### src/rtl/icache_axi_refill_bridge_pkg.sv
// Shared AXI constants and bridge state encoding for the icache refill bridge.
package icache_axi_refill_bridge_pkg;

  localparam logic [1:0] BURST_INCR  = 2'b01;
  localparam logic [2:0] SIZE_4B     = 3'd2;

  localparam logic [1:0] RESP_OKAY   = 2'b00;
  localparam logic [1:0] RESP_EXOKAY = 2'b01;
  localparam logic [1:0] RESP_SLVERR = 2'b10;
  localparam logic [1:0] RESP_DECERR = 2'b11;

  typedef enum logic [2:0] {
    IDLE    = 3'd0,
    AR      = 3'd1,
    R       = 3'd2,
    RESP    = 3'd3,
    RELEASE = 3'd4
  } bridge_state_e;

endpackage

### src/rtl/icache_axi_refill_bridge_axi_beat_packer.sv
// Collects AXI R beats into one cacheline and accumulates burst error status.
module icache_axi_refill_bridge_axi_beat_packer
  import icache_axi_refill_bridge_pkg::*;
#(
  parameter int DATA_W = 32,
  parameter int LINE_W = 128
) (
  input  logic              clk,
  input  logic              rst_n,
  input  logic              clear,
  input  logic              beat_valid,
  input  logic [DATA_W-1:0] beat_data,
  input  logic [1:0]        beat_resp,
  input  logic              beat_last,
  output logic [LINE_W-1:0] line,
  output logic              err,
  output logic              done
);

  localparam int BEATS = LINE_W / DATA_W;
  localparam int CNT_W = (BEATS > 1) ? $clog2(BEATS) : 1;

  logic [CNT_W-1:0]  cnt_q;
  logic [LINE_W-1:0] line_q;
  logic              err_q;
  logic              last_slot;

  assign last_slot = (cnt_q == CNT_W'(BEATS - 1));
  // A burst ends on rlast or on the final slot; a disagreement between the two is an error.
  assign done      = beat_valid && (beat_last || last_slot);
  assign line      = line_q;
  assign err       = err_q;

  // NOTE: the line buffer is reset explicitly so data_o reads zero out of reset
  // and unfilled words of a short burst are deterministic.
  always_ff @(posedge clk or negedge rst_n) begin
    if (!rst_n) begin
      cnt_q  <= '0;
      line_q <= '0;
      err_q  <= 1'b0;
    end else if (clear) begin
      cnt_q  <= '0;
      line_q <= '0;
      err_q  <= 1'b0;
    end else if (beat_valid) begin
      line_q[cnt_q*DATA_W +: DATA_W] <= beat_data;
      cnt_q                          <= cnt_q + 1'b1;
      if ((beat_resp != RESP_OKAY) || (beat_last != last_slot)) begin
        err_q <= 1'b1;
      end
    end
  end

endmodule

### src/rtl/icache_axi_refill_bridge.sv
// Icache refill responder: one request -> one AXI4 INCR read burst -> one packed line pulse.
module icache_axi_refill_bridge
  import icache_axi_refill_bridge_pkg::*;
#(
  parameter int ADDR_WIDTH      = 32,
  parameter int CACHELINE_WIDTH = 128,
  parameter int AXI_DATA_WIDTH  = 32,
  parameter int ID_WIDTH        = 4,
  parameter int AXI_ID          = 0
) (
  input  logic                       clk,
  input  logic                       rst_n,
  input  logic                       req_i,
  input  logic [ADDR_WIDTH-1:0]      addr_i,
  output logic                       rdy_o,
  output logic                       rvalid_o,
  output logic [1:0]                 rlast_o,
  output logic [CACHELINE_WIDTH-1:0] data_o,
  output logic [ID_WIDTH-1:0]        arid_o,
  output logic [ADDR_WIDTH-1:0]      araddr_o,
  output logic [7:0]                 arlen_o,
  output logic [2:0]                 arsize_o,
  output logic [1:0]                 arburst_o,
  output logic                       arvalid_o,
  input  logic                       arready_i,
  input  logic [ID_WIDTH-1:0]        rid_i,
  input  logic [AXI_DATA_WIDTH-1:0]  rdata_i,
  input  logic [1:0]                 rresp_i,
  input  logic                       rlast_i,
  input  logic                       rvalid_i,
  output logic                       rready_o
);

  localparam int BEATS = CACHELINE_WIDTH / AXI_DATA_WIDTH;

  bridge_state_e             state_q, state_d;
  logic [ADDR_WIDTH-1:0]     araddr_q;
  logic                      accept;
  logic                      beat_valid;
  logic                      beat_done;
  logic                      line_err;
  logic [CACHELINE_WIDTH-1:0] line;
  logic                      unused_ok;

  assign unused_ok = ^{rid_i, addr_i[3:0]};

  assign arid_o    = ID_WIDTH'(AXI_ID);
  assign arlen_o   = 8'(BEATS - 1);
  assign arsize_o  = SIZE_4B;
  assign arburst_o = BURST_INCR;

  assign accept     = (state_q == IDLE) && req_i;
  assign beat_valid = (state_q == R) && rvalid_i;

  icache_axi_refill_bridge_axi_beat_packer #(
    .DATA_W (AXI_DATA_WIDTH),
    .LINE_W (CACHELINE_WIDTH)
  ) u_packer (
    .clk        (clk),
    .rst_n      (rst_n),
    .clear      (accept),
    .beat_valid (beat_valid),
    .beat_data  (rdata_i),
    .beat_resp  (rresp_i),
    .beat_last  (rlast_i),
    .line       (line),
    .err        (line_err),
    .done       (beat_done)
  );

  // NOTE: sequential state uses non-blocking assignments only; all combinational
  // decoding lives in the always_comb below.
  always_ff @(posedge clk or negedge rst_n) begin
    if (!rst_n) begin
      state_q  <= IDLE;
      araddr_q <= '0;
    end else begin
      state_q <= state_d;
      if (accept) begin
        araddr_q <= {addr_i[ADDR_WIDTH-1:4], 4'b0000};
      end
    end
  end

  // NOTE: every output of this block gets a default first, so no latches are inferred.
  always_comb begin
    state_d   = state_q;
    rdy_o     = 1'b0;
    arvalid_o = 1'b0;
    rready_o  = 1'b0;
    rvalid_o  = 1'b0;
    rlast_o   = 2'b00;
    unique case (state_q)
      IDLE: begin
        rdy_o = req_i;
        if (req_i) state_d = AR;
      end
      AR: begin
        arvalid_o = 1'b1;
        if (arready_i) state_d = R;
      end
      R: begin
        rready_o = 1'b1;
        if (beat_done) state_d = RESP;
      end
      RESP: begin
        rvalid_o = 1'b1;
        rlast_o  = {line_err, 1'b1};
        state_d  = req_i ? RELEASE : IDLE;
      end
      RELEASE: begin
        if (!req_i) state_d = IDLE;
      end
      default: state_d = IDLE;
    endcase
  end

  assign araddr_o = araddr_q;
  assign data_o   = line;

endmodule
### config.mk
export PLATFORM = sky130hd
export DESIGN_NAME = icache_axi_refill_bridge
export DESIGN_NICKNAME = d
export VERILOG_FILES = /design/src/rtl/icache_axi_refill_bridge_pkg.sv /design/src/rtl/icache_axi_refill_bridge_axi_beat_packer.sv /design/src/rtl/icache_axi_refill_bridge.sv
export SDC_FILE = /design/constraint.sdc
export NUM_CORES = 1
export LEC_CHECK = 0
export CAP_MARGIN = 20
export CORE_ASPECT_RATIO = 0.5
export CORE_UTILIZATION = 41
export CTS_CLUSTER_SIZE = 14
export DETAILED_ROUTE_END_ITERATION = 8
export HOLD_SLACK_MARGIN = 0.12
export PLACE_DENSITY = 0.87
export SETUP_SLACK_MARGIN = 0.3
export SYNTH_ARGS = -nofsm -noshare
export SYNTH_HDL_FRONTEND = slang
export SYNTH_SLANG_ARGS = --single-unit
export TNS_END_PERCENT = 1
### constraint.sdc
create_clock -name clk -period 6.1 [get_ports clk]
set_input_delay 0.915 -clock clk [delete_from_list [all_inputs] [get_ports clk]]
set_output_delay 0.915 -clock clk [all_outputs]
set_load 0.02 [all_outputs]
**After elaboration in Yosys (flattened, before gate mapping)**

Index checks and enable logic that the tools add are counted.

- Logic and storage cells: 49
- Output and inout bits: 183
- Bits of input ports: 76
- Register bits after elaboration: 162

- Eq/ne operators: 10
- Reduce and logical (&&, ||, !) cells: 11
- Shift operators: 2
- Add/subtract/negate cells: 2
- Multiplexer cells: 19

Operators with widths:

| operator | number |
|---|---|
| $mux 128 | 2 |
| $bwmux 128 | 1 |
| $shift 32x34->128 const A | 1 |
| $shiftx 32x34->128 | 1 |
| $neg 7->34 | 1 |
| $mux 3 | 5 |
| $pmux 3 s5 | 1 |
| $ne 2x2->1 const B | 4 |
| $mux 1 | 7 |
| $eq 3x2->1 const B | 2 |
| $mux 2 | 3 |
| $reduce_bool 2->1 | 3 |
| $reduce_and 4->1 | 1 |
| $eq 3x1->1 const B | 1 |
| $eq 3x3->1 const B | 1 |
| $logic_and 1x1->1 | 3 |
| $logic_not 3->1 | 1 |
| $add 2x1->2 const B | 1 |
| $eq 2x2->1 const B | 1 |
| $logic_or 1x1->1 | 2 |
| $reduce_and 2->1 | 1 |
| $ne 1x1->1 | 1 |

**Depth between registers and ports, before layout**

Gate-level depths: netlist of the first run.

- Depth after elaboration: 6
- Mapped depth: 8
- Depth with buffers taken out: 6

**Cells and area by module**

A second synthesis of the first run with hierarchy kept.

- Cells, all modules: 472
- Area total of the unflattened synthesis: 6770.2 um2

Modules (own cells, without submodules):

| module | area each (um2) | cells an instance | seq. area each (um2) | times used |
|---|---|---|---|---|
| icache_axi_refill_bridge_axi_beat_packer | 5317.6 | 368 | 3278.1 | 1 |
| icache_axi_refill_bridge | 1452.6 | 104 | 775.7 | 1 |

**Least setup slack after synthesis of the first run**

Ideal clock, no wire load.

- Path type: in2out
- Start point: in req_i
- End point: out rdy_o
- Path buffers: 2
- Slack: 3374 ps
- Data required time: 5185 ps
- Arrival time: 1811 ps
- Stages on the path: 4
- Cells stage by stage: or4b_1 > buf_6 > inv_2 > buf_4

- Word-level cells in the longest chain between the ends: 1

Ends and longest elaborated chain:

| what | line | text |
|---|---|---|
| start: declaration | icache_axi_refill_bridge.sv:13 | `input logic req_i,` |
| $mux 1 | icache_axi_refill_bridge.sv:93 | `unique case (state_q)` |
| end: declaration | icache_axi_refill_bridge.sv:15 | `output logic rdy_o,` |

Every way passes these cells.

**Worst setup path in the final report of the first run**

Ends and elaborated chain as after synthesis.

==> results of run 1 <==
-- through the flow --
step	setup WS, ns	cells	power (uW)
2_1_floorplan	3.37	598	2230
3_3_place_gp	2.15	990	2740
3_5_place_dp	2.16	990	2780
4_1_cts	2.13	1022	3870
5_1_grt	2.07	1022	4010
6_report	2.14	1022	3860
-- report_power, final --
part	switching [uW]	internal [uW]	total (uW)
Sequential	132	1260	1390
Clock	516	560	1080
Combinational	737	648	1390
-- cell usage after synthesis (all sizes together) --
master,n,area share [%]
o21a,1,0.11
nand4bb,1,0.16
nor2,6,0.33
nor3,1,0.073
and3,3,0.27
nor4bb,1,0.15
nand3b,1,0.11
or4b,1,0.15
nand4,56,5.1
nor4b,1,0.22
conb,2,0.11
nand2b,1,0.091
buf,43,5.3
a21oi,28,2.0
and4bb,1,0.18
or3,1,0.091
nor2b,1,0.091
nand2,55,3.0
mux2,28,6.1
a22o,63,8.0
and2,2,0.18
o22ai,7,0.64
nor3b,2,0.22
ha,7,1.3
dfrtp,162,59
clkbuf,32,1.7
nand4b,2,0.25
nand3,1,0.073
o311a,1,0.15
mux2i,1,0.15
inv,7,0.38
o21ai,60,4.4
-- critical path, delay by kind of cell --
family	cells	cell delay (ns)
AND/OR/NAND/NOR	1	0.48
buffers and inverters	3	1.64
-- registers in the layout (all words and copies together) (netlist names) --
name and flops:
araddr_o 28, u_packer.line 128, u_packer.err 1, u_packer.cnt_q 2, state_q 3
-- cell families after synthesis --
logic type | share of synthesized area (%)
fa+ha+maj | 1.27
buf+inv | 7.38
flops | 58.9
mux | 6.26
other cells | 0.109
compound gates | 15.3
simple gates | 10.7
-- cell type report --
cell class                      instances  area (sq um)
Tap cell                              227           284
Timing Repair Buffer                  240          2380
Inverter                                7          26.3
Clock buffer                           17           425
Multi-Input combinational cell        354          2430
Fill cell                            1250          6620
Sequential cell                       162          4050
Clock inverter                         15           176
-- metal layers --
metal | track usage [%] | wire length, um | part of all wire (%)
met5 | 0 | 0 | 0
met4 | 13.6 | 880 | 4.1
met3 | 6.58 | 1720 | 8.0
met2 | 41.4 | 10800 | 50
met1 | 30.4 | 8310 | 38
-- worst paths after layout --
check                      cells after the start                     startpoint                       endpoint  slack [ns]
hold / removal                                 1  u_packer.line[13]$_DFFE_PN0P_  u_packer.line[13]$_DFFE_PN0P_        0.50
hold reg to reg                                1  u_packer.line[13]$_DFFE_PN0P_  u_packer.line[13]$_DFFE_PN0P_        0.50
setup reg to reg                               5  u_packer.cnt_q[0]$_DFFE_PN0P_  u_packer.line[87]$_DFFE_PN0P_        2.77
max in group asynchronous                      2                          rst_n  u_packer.line[26]$_DFFE_PN0P_        4.12
setup / recovery                               4                          req_i                          rdy_o        2.14
min in group asynchronous                      1                          rst_n       araddr_o[22]$_DFFE_PN0P_        0.58
==> key figures, run 1 <==
Finish
  – Commonest cells after routing, fill and taps aside: 228 x clkdlybuf4s50_1, 162 x dfrtp_1, 63 x a22o_1
  – Util after Layout: 59.6%
  – Final Instance Area: 0.00977 sq mm
  – # diodes: 0
  – Most common cell after layout, fill and taps aside: clkdlybuf4s50_1
  – Layout cell share with drive strength beyond 1: 10.2%
  – Area Overhead vs Synth: 42.1%
  – Final Net Count: 865

Power
  – Leakage: 0.00428 uW
  – Peak VDD IR: 0.177 mV
  – P per Cell Area: 395 mW/mm^2

Setup path
  – Cell mode on critical path: clkdlybuf4s50_1
  – Setup crit end kind: output pin
  – Slowest library cell on the worst path: clkdlybuf4s50_1
  – CP peak stage delay: 0.72 ns
  – Critical path required time: 5.18 ns
  – CP Max Fanout: 28
  – Crit path launch type: input pin
  – Arrival time worst endpoint: 3.05 ns
  – Critical path class: input pin to output pin
  – Cell chain of the critical path: clkdlybuf4s50_1 > or4b_4 > inv_2 > clkdlybuf4s50_1

Clocking
  – Post-CTS Hold Buffers: 0
  – Clk root buf: clkbuf_16
  – CTS tree: done
  – Clk Latency, worst-skew pair: 0.42 ns
  – CTS H-tree depth: 4
  – Clk slew on worst S/H paths: 0.06 ns
  – Post-CTS resize count: 0
  – Setup Fix Bufs, Post-CTS: 0
  – Num CTS Buffers: 17
  – Sink Count: 162
  – Clock tree buffer depth: 2

GRT
  – Global route total overflow: 0
  – Initial antenna violation count: 0
  – Largest net degree at the start of global routing: 97
  – GRT Total Usage: 25.2%
  – Vias in the first global route: 5,666
  – Global-route wire length before repair: 33.0 mm

Drt
  – First-pass DRT Iterations: 7
  – WL per Instance: 21.2 um
  – Via density: 5.73
  – Vias: 5,861
  – Post-Route WL: 21.7 mm
  – DRC viols: 0
  – Initial DRC count: 569
  – Post-route ant nets: 0

Placed design
  – Port buffer count: 229
  – Placed instance area: 0.00917 sq mm
  – Final estimated routing congestion in global placement: 0.815
  – HPWL after DPL: 13.9 mm

Synthesis
  – Post-synthesis sequential area ratio: 58.9%
  – Average cell area after synthesis: 11.9 sq um
  – Cells after Synth: 579
  – Cell variety after synth: 37
  – Post-Synthesis Cell Area: 0.00688 sq mm
  – Yosys warning total: 0
  – FF+latch count, synth: 162

Timing
  – Min cycle time layout: 3.96 ns
  – Slew margin rel.: 25.6%
  – Final Slew Violations: 0
  – Setup TNS: 0 ns
  – Clk_skew: 0.0132 ns
  – Final Hold Vio Count: 0
  – RSZ-0062 raised after global routing: no
  – Worst hold slack: 0.500 ns
  – Final Setup Violations: 0
  – Period Utilization, post-route: 65.0%
  – Fmax: 252 MHz
  – Tightest Pin Transition: 1.12 ns

Die
  – I/O pins: 259
  – Initial Util: 42.0%
  – Num rows: 33
  – DIE HEIGHT: 93.6 um
  – Core area: 0.0164 sq mm
  – Die area: 0.0173 sq mm
  – Die X: 185 um

Flow run
  – Maxcap violations: 0

Status
  – Status: complete, no violations

Worst hold path
  – Worst Hold Class: flip-flop to flip-flop
Note: power is estimated with default switching activity, not from simulation.
==> run 2: changes to the inputs <==
- clock period: 6.1 -> 3.7 ns (I/O delays scaled with it)
==> key figures, run 2 (synthesis gave the netlist of run 1 again) <==
Status
  – Status: complete, no violations

GRT
  – Largest net degree at the start of global routing: 77
  – Global route total overflow: 0
  – Vias in the first global route: 5,723
  – GRT Total Usage: 25.2%
  – Global-route wire length before repair: 32.8 mm
  – Initial antenna violation count: 0

Drt
  – Post-Route WL: 21.7 mm
  – DRC viols: 0
  – Vias: 5,851
  – Initial DRC count: 567
  – Post-route ant nets: 0
  – WL per Instance: 21.0 um
  – First-pass DRT Iterations: 5
  – Via density: 5.69

Power
  – Leakage: 0.00431 uW
  – P per Cell Area: 651 mW/mm^2
  – Reg power frac: 36.1%
  – Psw: 2310 uW
  – Clock share of power: 27.8%
  – Gate power share: 36.0%
  – Sw Ratio: 36.0%
  – Peak VDD IR: 0.287 mV
  – Cell Int Power: 4090 uW

Clocking
  – CTS H-tree depth: 4
  – Num CTS Buffers: 17
  – Sink Count: 162
  – Post-CTS resize count: 0
  – Clk slew on worst S/H paths: 0.08 ns
  – Post-CTS Hold Buffers: 0
  – Setup Fix Bufs, Post-CTS: 0
  – CTS tree: done
  – Clock tree buffer depth: 2
  – Clk root buf: clkbuf_16
  – Clk Latency, worst-skew pair: 0.43 ns

Die
  – Num rows: 33
  – Initial Util: 42.0%
  – DIE HEIGHT: 93.6 um
  – Die area: 0.0173 sq mm
  – Die X: 185 um
  – I/O pins: 259
  – Core area: 0.0164 sq mm

Finish
  – Layout cell share with drive strength beyond 1: 11.0%
  – Area Overhead vs Synth: 42.9%
  – Max reg flops: 128
  – Final Net Count: 872
  – Most common cell after layout, fill and taps aside: clkdlybuf4s50_1
  – Commonest cells after routing, fill and taps aside: 228 x clkdlybuf4s50_1, 162 x dfrtp_1, 63 x a22o_1
  – # diodes: 0
  – Final Instance Area: 0.00983 sq mm

Setup path
  – Slowest library cell on the worst path: nor4bb_4
  – Critical path required time: 4.05 ns
  – Reg-to-reg startpoint: u_packer.cnt_q[0]$_DFFE_PN0P_
  – Crit path max-delay family: simple AND/OR/NAND/NOR gates
  – Critical path class: flip-flop to flip-flop
  – Crit path launch type: flip-flop
  – Crit path from: u_packer.cnt_q[0]$_DFFE_PN0P_
  – CP Max Fanout: 16
  – Bufs and invs on worst path: 2
  – Setup crit end kind: flip-flop
  – CP peak stage delay: 0.73 ns
  – Arrival time worst endpoint: 3.18 ns
  – Cell chain of the critical path: inv_1 > ha_1 > nor4bb_4 > buf_4 > nand4_1 > a21oi_1

Timing
  – Fmax: 353 MHz
  – Tightest Pin Transition: 1.04 ns
  – Final Hold Vio Count: 0
  – Final Setup Violations: 0
  – Setup TNS: 0 ns
  – Final Slew Violations: 0
  – Slew margin rel.: 30.5%
  – Period Utilization, post-route: 76.5%
  – RSZ-0062 raised after global routing: no
  – Clk_skew: 0.0101 ns
  – Min cycle time layout: 2.83 ns

Flow run
  – Maxcap violations: 0

Worst hold path
  – Worst Hold Class: input pin to asynchronous set/reset pin

Placed design
  – Port buffer count: 229
  – HPWL after DPL: 14.3 mm
  – Placed instance area: 0.00922 sq mm
  – Final estimated routing congestion in global placement: 0.807
## run 2: changes by cell type in the layout (fill, tap and decap cells not counted), sizes merged
cell / delta
inv: -2
buf: +7
clkinv: +2
## run 2: power groups by stage
stage | Combinational, uW | Sequential (uW) | Clock (uW)
6_report | 2300 | 2310 | 1780
5_1_grt | 2430 | 2350 | 1880
4_1_cts | 2310 | 2310 | 1800
3_5_place_dp | 2290 | 2330 | 0
3_3_place_gp | 2240 | 2310 | 0
2_1_floorplan | 1030 | 2640 | 0
## run 2: worst reg2reg max path: cells and delay by family (launching register included)
family / cells / cell delay, ns
AO/OA/AOI/OAI: 1 / 0.19
flip-flops: 1 / 0.63
adder cells (fa/ha/maj): 1 / 0.50
buffers and inverters: 2 / 0.52
AND/OR/NAND/NOR: 2 / 0.91
## run 2: path summary, 6_finish.rpt
path	end	slack (ns)	cells after the start
setup / recovery	u_packer.line[78]$_DFFE_PN0P_	0.87	6
hold / removal	araddr_o[14]$_DFFE_PN0P_	0.16	1
setup reg to reg	u_packer.line[78]$_DFFE_PN0P_	0.87	6
hold reg to reg	u_packer.line[31]$_DFFE_PN0P_	0.50	1
max in group asynchronous	state_q[2]$_DFFE_PN0P_	2.62	2
min in group clk	u_packer.line[31]$_DFFE_PN0P_	0.50	1
## run 2: cell type report
class	instances	area, sq um
clock buffers	17	425
multi-input cells	354	2430
fillers	1250	6560
inverters	7	26.3
flip-flops and latches	162	4050
well taps	227	284
clock inverters	15	181
repair buffers	247	2430
## run 2: stage by stage
step	worst slack, ns	power [uW]	hold WS, ns	cells	util [%]
detailed placement	0.755	4620	0.481	997	56.3
finish	0.868	6400	0.156	1029	60.0
global placement	0.835	4540	0.484	997	56.3
CTS	0.872	6410	0.174	1029	60.0
floorplan	1.67	3670	0.259	598	-
global route	0.771	6650	0.198	1029	60.0
## run 2: per-layer routing
metal  vias to the layer above  global-route usage (%)  part of all wire [%]
met1                      2971                    30.4                    38
met2                       325                    42.4                    51
met4                         0                    13.0                   3.9
met5                         -                       0                     0
met3                        60                    5.84                   7.4
li1                       2495                       -                     -
